**src/rtl/adder_nibble_seq.sv**
```systemverilog
// Nibble-serial wide add/subtract sequencer built around one shared 4-bit
// prefix adder. It takes operands over req_*, returns the result over rsp_*.

module adder (
  input  logic [3:0] a,
  input  logic [3:0] b,
  input  logic       cin,
  output logic [3:0] sum,
  output logic       cout
);
  logic [3:0] w_g, w_p;
  logic       w_g10, w_p10, w_g32, w_p32, w_g30, w_p30;
  logic [4:0] w_c;

  assign w_g = a & b;
  assign w_p = a ^ b;

  // Brent-Kung style group generate/propagate tree
  assign w_g10 = w_g[1] | (w_p[1] & w_g[0]);
  assign w_p10 = w_p[1] & w_p[0];
  assign w_g32 = w_g[3] | (w_p[3] & w_g[2]);
  assign w_p32 = w_p[3] & w_p[2];
  assign w_g30 = w_g32 | (w_p32 & w_g10);
  assign w_p30 = w_p32 & w_p10;

  assign w_c[0] = cin;
  assign w_c[1] = w_g[0] | (w_p[0] & cin);
  assign w_c[2] = w_g10 | (w_p10 & cin);
  assign w_c[3] = w_g[2] | (w_p[2] & w_c[2]);
  assign w_c[4] = w_g30 | (w_p30 & cin);

  assign sum  = w_p ^ w_c[3:0];
  assign cout = w_c[4];
endmodule

module adder_nibble_seq #(
  parameter int NIBBLES = 4
) (
  input  logic                 clk,
  input  logic                 rst,
  input  logic                 req_valid,
  output logic                 req_ready,
  input  logic [4*NIBBLES-1:0] req_a,
  input  logic [4*NIBBLES-1:0] req_b,
  input  logic                 req_cin,
  input  logic                 req_sub,
  output logic                 rsp_valid,
  input  logic                 rsp_ready,
  output logic [4*NIBBLES-1:0] rsp_sum,
  output logic                 rsp_cout,
  output logic                 rsp_ovf,
  output logic                 busy
);
  localparam int W     = 4 * NIBBLES;
  localparam int CNT_W = (NIBBLES > 1) ? $clog2(NIBBLES) : 1;

  typedef enum logic [1:0] {S_IDLE, S_RUN, S_DONE} state_t;

  state_t             r_state, w_state_next;
  logic [W-1:0]       r_a_sr, r_b_sr, r_res_sr;
  logic [W-1:0]       w_a_shift, w_b_shift, w_res_next, w_b_eff;
  logic               r_carry, r_a_msb, r_b_msb;
  logic [CNT_W-1:0]   r_cnt;
  logic [3:0]         w_add_sum;
  logic               w_add_cout, w_accept, w_last;

  adder u_adder (
    .a    (r_a_sr[3:0]),
    .b    (r_b_sr[3:0]),
    .cin  (r_carry),
    .sum  (w_add_sum),
    .cout (w_add_cout)
  );

  assign w_b_eff  = req_sub ? ~req_b : req_b;
  assign w_accept = (r_state == S_IDLE) && req_valid;
  assign w_last   = (r_state == S_RUN) && (r_cnt == CNT_W'(NIBBLES - 1));

  // A single-nibble build has no upper slice to shift from.
  generate
    if (NIBBLES == 1) begin : g_one
      assign w_res_next = w_add_sum;
      assign w_a_shift  = '0;
      assign w_b_shift  = '0;
    end else begin : g_many
      assign w_res_next = {w_add_sum, r_res_sr[W-1:4]};
      assign w_a_shift  = {4'b0, r_a_sr[W-1:4]};
      assign w_b_shift  = {4'b0, r_b_sr[W-1:4]};
    end
  endgenerate

  // NOTE: sequential state uses non-blocking assignments so every register
  // samples pre-edge values, independent of statement order.
  always_ff @(posedge clk) begin
    if (rst) r_state <= S_IDLE;
    else     r_state <= w_state_next;
  end

  // NOTE: next state defaults to the current state so no path leaves it
  // unassigned, which would otherwise infer a latch.
  always_comb begin
    w_state_next = r_state;
    case (r_state)
      S_IDLE:  if (req_valid) w_state_next = S_RUN;
      S_RUN:   if (w_last)    w_state_next = S_DONE;
      S_DONE:  if (rsp_ready) w_state_next = S_IDLE;
      default:                w_state_next = S_IDLE;
    endcase
  end

  always_ff @(posedge clk) begin
    if (rst) begin
      r_a_sr   <= '0;
      r_b_sr   <= '0;
      r_res_sr <= '0;
      r_carry  <= 1'b0;
      r_cnt    <= '0;
      r_a_msb  <= 1'b0;
      r_b_msb  <= 1'b0;
      rsp_sum  <= '0;
      rsp_cout <= 1'b0;
      rsp_ovf  <= 1'b0;
    end else if (w_accept) begin
      r_a_sr   <= req_a;
      r_b_sr   <= w_b_eff;
      r_carry  <= req_sub ? 1'b1 : req_cin;
      r_cnt    <= '0;
      r_a_msb  <= req_a[W-1];
      r_b_msb  <= w_b_eff[W-1];
    end else if (r_state == S_RUN) begin
      r_a_sr   <= w_a_shift;
      r_b_sr   <= w_b_shift;
      r_res_sr <= w_res_next;
      r_carry  <= w_add_cout;
      r_cnt    <= r_cnt + CNT_W'(1);
      if (w_last) begin
        rsp_sum  <= w_res_next;
        rsp_cout <= w_add_cout;
        rsp_ovf  <= (r_a_msb == r_b_msb) && (w_add_sum[3] != r_a_msb);
      end
    end
  end

  assign req_ready = (r_state == S_IDLE);
  assign rsp_valid = (r_state == S_DONE);
  assign busy      = (r_state != S_IDLE);
endmodule

```
**config.mk**
```make
export PLATFORM = sky130hd
export DESIGN_NAME = adder_nibble_seq
export DESIGN_NICKNAME = d
export VERILOG_FILES = /design/src/rtl/adder_nibble_seq.sv
export SDC_FILE = /design/constraint.sdc
export NUM_CORES = 1
export LEC_CHECK = 0
export CAP_MARGIN = 10
export CORE_MARGIN = 5
export CORE_UTILIZATION = 55
export DETAILED_ROUTE_END_ITERATION = 12
export HOLD_SLACK_MARGIN = 0.12
export PLACE_DENSITY = 0.95
export SLEW_MARGIN = 20
export SYNTH_ARGS = -nofsm -noshare
export SYNTH_HDL_FRONTEND = slang
export SYNTH_SLANG_ARGS = --single-unit
export TNS_END_PERCENT = 50
```
**constraint.sdc**
```tcl
create_clock -name clk -period 6.4 [get_ports clk]
set_clock_uncertainty 0.1 [all_clocks]
set_input_delay 0.64 -clock clk [delete_from_list [all_inputs] [get_ports clk]]
set_output_delay 0.64 -clock clk [all_outputs]
set_load 0.02 [all_outputs]
```
==> results of run 1 <==
==> metrics by stage <==
step | area [um^2] | total power [mW] | utilization (%) | hold WS (ns) | std cells
after global routing | 3780 | 0.996 | 69.6 | 0.365 | 470
after floorplan | 3040 | 0.567 | - | 0.332 | 350
after global placement | 3590 | 0.606 | 66.0 | 0.342 | 454
after detailed placement | 3590 | 0.613 | 66.0 | 0.349 | 454
after CTS | 3780 | 0.962 | 69.6 | 0.360 | 470
final | 3780 | 0.957 | 69.6 | 0.358 | 470
==> placed cells by master (no fill, tap or decap), drive strengths merged <==
master         instances
dfxtp                 69
nand2                 62
clkdlybuf4s50         58
a21oi                 50
nor2                  24
xor2                  16
nor2b                 13
a22oi                 12
o221a                 11
o2bb2ai               11
nand3                  9
clkbuf                 9
nand2b                 6
inv                    6
ha                     5
a211oi                 5
clkinv                 4
xnor2                  3
nor3                   3
a21o                   2
o31ai                  2
fa                     2
buf                    2
and2                   2
and2b                  1
a41oi                  1
or3                    1
a311oi                 1
nand3b                 1
nor4b                  1
o21ai                  1
mux2i                  1
or2                    1
o32ai                  1
clkinvlp               1
bufinv                 1
==> Yosys cell counts, types with 2 or more instances <==
master | number | area share [%]
a211oi_1 | 3 | 0.74
a211oi_2 | 2 | 0.82
a21o_1 | 2 | 0.49
a21oi_1 | 50 | 8.2
a22oi_1 | 12 | 3.0
buf_2 | 12 | 2.0
buf_4 | 4 | 0.99
clkbuf_1 | 10 | 1.2
dfxtp_1 | 69 | 45
fa_1 | 2 | 1.3
ha_1 | 5 | 2.1
inv_1 | 5 | 0.62
nand2_1 | 62 | 7.6
nand2b_1 | 6 | 1.2
nand3_1 | 9 | 1.5
nor2_1 | 24 | 3.0
nor2b_1 | 13 | 2.7
nor3_1 | 3 | 0.49
o221a_2 | 11 | 4.1
o2bb2ai_1 | 11 | 3.2
o31ai_1 | 2 | 0.49
xnor2_1 | 3 | 0.86
xor2_1 | 16 | 4.6
==> area by class of cell <==
class	instances	area, um^2
Clock inverter	7	73.8
Inverter	5	18.8
Tap cell	72	90.1
Sequential cell	69	1380
Timing Repair Buffer	60	596
Fill cell	430	1650
Clock buffer	9	124
Multi-Input combinational cell	248	1500
==> per-layer routing <==
metal  part of all wire, %  track usage (%)  vias to the layer above
li1                      -                -                     1292
met1                    40             23.2                     1212
met2                    51             34.4                       99
met3                   6.2             3.34                       17
met4                   2.6             10.5                        0
met5                     0                0                        -
==> state kept, by name (all words and copies together) (netlist names) <==
| register | flops |
|---|---|
| r_a_sr | 16 |
| r_b_sr | 16 |
| r_cnt | 2 |
| rsp_sum | 16 |
| r_carry | 1 |
| rsp_ovf | 1 |
| r_a_msb | 1 |
| r_b_msb | 1 |
| r_state | 2 |
| r_res_sr | 12 |
| rsp_cout | 1 |
==> how the worst max path moves through the flow <==
stage	endpoint	depth (start not counted)
after CTS	rsp_valid	2
after global placement	r_b_sr[8]	5
final	rsp_valid	3
after detailed placement	r_b_sr[11]	5
after floorplan	rsp_ovf	7
after global routing	r_b_sr[8]	5
==> where the power goes <==
group          internal [mW]  switching [mW]  leakage, nW  total (mW)
clock                  0.181           0.171       0.0996       0.352
sequential             0.453          0.0186        0.564       0.471
combinational         0.0643          0.0697        0.728       0.134
total                  0.698           0.260         1.39       0.957
==> worst min-delay path: stages (launching register included) <==
cell	delay, ns
dfxtp_1	0.31
nand2_1	0.05
a21oi_1	0.05
==> kinds of logic (layout without fill, tap and decap cells) <==
group                    count (synthesis)  count (layout)  share of synthesized area, %
adder cells (fa/ha/maj)                  7               7                          3.37
buffers and inverters                   33              81                          5.30
flip-flops                              69              69                          45.4
XOR/XNOR                                19              19                          5.47
AO/OA/AOI/OAI                           97              97                          22.0
AND/OR/NAND/NOR                        124             124                          18.2
multiplexers                             1               1                         0.329
==> impl_results.md, run 1 <==
- Setup crit start kind: flip-flop
- Slowest cell on the critical path: dfxtp_1
- Hold buffers post-CTS: 0
- Clock Latency Late Sink: 0.35 ns
- Dpl ws: 3.28 ns
- Max-cap violation count: 0
- Maximum clock rate: 352 MHz
- Hold Vio Cnt, Final: 0
- Clock Path Buffers: 2
- # IOs: 59
- Setup repair bufs after CTS: 0
- Pwr per Cell Area: 253 nW/um^2
- Layout cells sized above 1: 8.29%
- GR Overflow Total: 0
- H-Tree Depth: 3
- Post-Synthesis Cells: 350
- WHS Endpoint: rsp_sum[0]
- Post-route clock period utilization: about 44%
- CTS sink cnt: 69
- DP HPWL: roughly 4900 um
- Setup-failing EPs final: 0
- Rows: 27
- Largest net degree at the start of global routing: 51
- Antenna cells: 0
- Starting Density: 56.0%
- # nets final: approximately 440
- Count of cells resized by post-cts repair: 0
- Global-route wire length before repair: 11300 um
- Least-Margin Pin Slew: 0.894 ns
- Crit-path leading delay family: buffers and inverters
- Crit. End Element: output pin
- CTS buffer count: 9
- Critical path buffers and inverters: 2
- RSZ-0062 raised after global routing: no
- CP startpoint: r_state[0]
- Total wire length: around 7000 um
- Die Span X: 84.4 um
- Reg2Reg Setup Slack: 3.68 ns
- Setup ws final: approximately 3.6 ns
- R2R depth: 5
- CTS clk-pin slew, worst paths: about 0.07 ns
- Worst EP required: roughly 5.7 ns
- Crit Path Max Fanout: 25
- CTS tree: yes
- Setup CP Type: reg -> out
- 1st-iter DRT viols: around 160
- Core Box Area: 5440 um^2
- Hold Crit Class: reg -> reg
- GPL Wtd Cong: 0.881
- Count of yosys warnings during synthesis: 0
- Final Critical Period: around 2.8 ns
- Antenna-violating nets left: 0
- Post-synthesis to final-layout area growth: 24.3%
- Yosys reg bits: just under 70
- Relative slew slack: about 40%
- Status: completed
- Sum Neg Setup Slack: 0 ns
- Die H: 84.4 um
- DIE AREA: 7120 um^2
- Pins Over Slew Limit: 0
- Total iterations of the first detailed-routing run: 4
- Async SR Flop Fraction: 0%
- Static Leak: roughly 1.4 nW
- Hold path cells: 2
- Total GRT Usage: between 10% and 20%
- Reg2Reg Capture Point: r_b_sr[8]
- Initial antenna violation count: 0
- Reg2reg start: r_state[0]
- Netlist cell types: 37
- Max IR drop VDD: 0.000144 V
- Sequential element share of the synthesized area: 45.4%
- Per-cell routed wire length: 14.8 um
- Ys flop type: dfxtp_1
- Root Buffer: clkbuf_8
- Port Buffers: 58
- Vias in the first global route: 2495
- CP arrival: 2.10 ns
- Hold_sp: rsp_sum[0]
- Drt drc: 0
- Drt via density: about 5.6
- Slowest cell delay on critical path: 0.73 ns
- Synth Area per Inst: 8.70 um^2
- Mapped cell area: approximately 3000 um^2
- Worst path cell trace: buf_4 -> nor2b_1 -> clkdlybuf4s50_1
- Number of synthesized flops with an enable pin: 0
- Total vias in the final route: ~2600
- Syn Nets: 395
Note: power is estimated with default switching activity, not from simulation.
==> inputs of run 2 (changes only) <==
CORE_UTILIZATION = 46   (was 55)
PLACE_DENSITY = 0.87   (was 0.95)
clock period = 2.6 ns   (was 6.4 ns; I/O delays follow)
==> impl_results.md, run 2 (synthesis gave the netlist of run 1 again) <==
- Status: completed (unchanged)
- P_int: 1.84 mW (was 0.698 mW)
- Sequential share of power: 46.8% (was 49.2%)
- Sum Neg Setup Slack: 0 ns (unchanged)
- 1st-iter DRT viols: 123 (was 157)
- Hold buffers post-CTS: 0 (unchanged)
- Reported net switching power: 0.623 mW (was 0.260 mW)
- Comb pwr share: 13.8% (was 14.0%)
- Hold Vio Cnt, Final: 0 (unchanged)
- Clock Path Buffers: 2 (unchanged)
- WHS Endpoint: rsp_sum[7] (was rsp_sum[0])
- Rows: 29 (was 27)
- RSZ-0062 raised after global routing: no (unchanged)
- Total iterations of the first detailed-routing run: 4 (unchanged)
- DP HPWL: 4820 um (was 4950 um)
- Setup crit start kind: flip-flop (unchanged)
- Worst EP required: 2.76 ns (was 5.66 ns)
- Post-synthesis to final-layout area growth: 26.9% (was 24.3%)
- Slowest cell on the critical path: fa_1 (was dfxtp_1)
- Starting Density: 47.7% (was 56.0%)
- Crit path top cell by count: a21o_1
- Drt drc: 0 (unchanged)
- Final hold slack: 0.355 ns (was 0.358 ns)
- CTS sink cnt: 69 (unchanged)
- Post-route clock period utilization: between 80% and 90%
- Drt via density: 5.39 (was 5.57)
- Port Buffers: 58 (unchanged)
- Final Util: 60.5% (was 69.6%)
- Slowest cell delay on critical path: 0.37 ns (was 0.73 ns)
- Total vias in the final route: 2593 (was 2620)
- Clk pwr share: 39.4% (was 36.8%)
- Hold Crit Class: reg -> reg (unchanged)
- Maximum clock rate: 430 MHz
- Initial antenna violation count: 0 (unchanged)
- Clock Latency Late Sink: 0.34 ns (was 0.35 ns)
- Max IR drop VDD: 0.000395 V (was 0.000144 V)
- Root Buffer: clkbuf_8 (unchanged)
- # nets final: 444 (was 438)
- Global-route wire length before repair: 11600 um (was 11300 um)
- CTS tree: yes (unchanged)
- Antenna cells: 0 (unchanged)
- Biggest registers after layout: r_a_sr (16), r_b_sr (16), rsp_sum (16) (unchanged)
- Crit. End Element: flip-flop (was output pin)
- Pwr per Cell Area: 638 nW/um^2 (was 253 nW/um^2)
- CTS clk-pin slew, worst paths: 0.08 ns (was 0.07 ns)
- # IOs: 59 (unchanged)
- Crit Path Max Fanout: 4 (was 25)
- Max-cap violation count: 0 (unchanged)
- R2R depth: 7 (was 5)
- Reg2reg start: r_a_sr[0] (was r_state[0])
- Setup repair bufs after CTS: 0 (unchanged)
- Vias in the first global route: 2491 (was 2495)
- CTS buffer count: 9 (unchanged)
- Reg2Reg Setup Slack: 0.27 ns (was 3.68 ns)
- Sequential cell area: 1380 um^2 (unchanged)
- Least-Margin Pin Slew: 0.706 ns (was 0.894 ns)
- Relative slew slack: 52.8% (was 40.2%)
- CP arrival: 2.48 ns (was 2.10 ns)
- Largest net degree at the start of global routing: 42 (was 51)
- CP startpoint: r_a_sr[0] (was r_state[0])
- GR Overflow Total: 0 (unchanged)
- DIE AREA: 8340 um^2 (was 7120 um^2)
- Die Span X: 91.4 um (was 84.4 um)
- Setup CP Type: reg -> reg (was reg -> out)
- Fillers: 550 (was 430)
- Layout cells sized above 1: 9.65% (was 8.29%)
- Die H: 91.4 um (was 84.4 um)
- Reg2Reg Capture Point: rsp_ovf (was r_b_sr[8])
- Total wire length: 6800 um (was 6970 um)
- Setup-failing EPs final: 0 (unchanged)
- Commonest cells after routing, fill and taps aside: dfxtp_1, nand2_1, clkdlybuf4s50_1 (unchanged)
- Total GRT Usage: 17.0% (was 19.8%)
- Per-cell routed wire length: 14.1 um (was 14.8 um)
- Pins Over Slew Limit: 0 (unchanged)
- Worst path cell trace: ha_1 -> a21o_1 -> a21o_1 -> fa_1 -> xnor2_1 -> or3_1 -> a311oi_1 (was buf_4 -> nor2b_1 -> clkdlybuf4s50_1)
- Core Box Area: 6390 um^2 (was 5440 um^2)
- Count of cells resized by post-cts repair: 0 (unchanged)
- Final Critical Period: between 2 and 2.5 ns
- Hold_sp: rsp_sum[7] (was rsp_sum[0])
- Hold path cells: 2 (unchanged)
- Antenna-violating nets left: 0 (unchanged)
- Switching Share: 25.3% (was 27.1%)
- Static Leak: 1.43 nW (was 1.39 nW)
- H-Tree Depth: 3 (unchanged)
- GPL Wtd Cong: 0.897 (was 0.881)
- Multi-input gate area: 1500 um^2 (unchanged)
- Commonest non-fill, non-tap cell in the layout: dfxtp_1 (unchanged)
-- run 2: cell types whose count changed in the layout (fill, tap and decap cells not counted), sizes merged --
cell | previous run | this run
buf | 2 | 8
bufinv | 1 | 2
clkbuf | 9 | 10
clkinv | 4 | 3
inv | 6 | 5
-- run 2: metal layers --
metal  global-route usage [%]  routed length [um]  up-vias
met5                        0                   0        -
met4                     7.82                 167        0
met3                     4.55                 384       16
met2                     26.6                3240       74
met1                     21.9                3000     1197
li1                         -                   -     1306
-- run 2: cell type report --
class / instances / area share (%)
Clock buffer: 10 / 3.56
Clock inverter: 6 / 2.24
Inverter: 5 / 0.486
Multi-Input combinational cell: 248 / 38.9
Sequential cell: 69 / 35.8
Tap cell: 77 / 2.49
Timing Repair Buffer: 66 / 16.6
-- run 2: power groups by stage --
stage          sequential (mW)  combinational (mW)  clock (mW)
2_1_floorplan             1.17               0.230           0
3_3_place_gp              1.17               0.330           0
3_5_place_dp              1.18               0.338           0
4_1_cts                   1.15               0.340       0.983
5_1_grt                   1.16               0.382        1.04
6_report                  1.15               0.340       0.972
-- run 2: critical path, delay by kind of cell (launching register included) --
family                     cells  cell delay [ns]
AOI/OAI and AO/OA              3             0.64
adders and majority gates      2             0.66
and+or+nand+nor                1             0.33
xor gates and xnor gates       1             0.19
DFF                            1             0.33
-- run 2: worst max-delay path by stage --
| stage | depth (start not counted) | end |
|---|---|---|
| floorplan | 7 | rsp_ovf |
| finish | 7 | rsp_ovf |
| CTS | 7 | rsp_ovf |
| global placement | 7 | rsp_ovf |
| detailed placement | 7 | rsp_ovf |
| global route | 7 | rsp_ovf |
-- run 2: through the flow --
stage | setup WS (ns) | cells | power, mW | instance area [um^2]
after floorplan | 0.391 | 350 | 1.39 | 3040
after global placement | 0.343 | 465 | 1.50 | 3640
after detailed placement | 0.275 | 465 | 1.51 | 3640
after CTS | 0.269 | 481 | 2.48 | 3860
after global routing | 0.175 | 481 | 2.58 | 3860
final | 0.273 | 481 | 2.47 | 3860
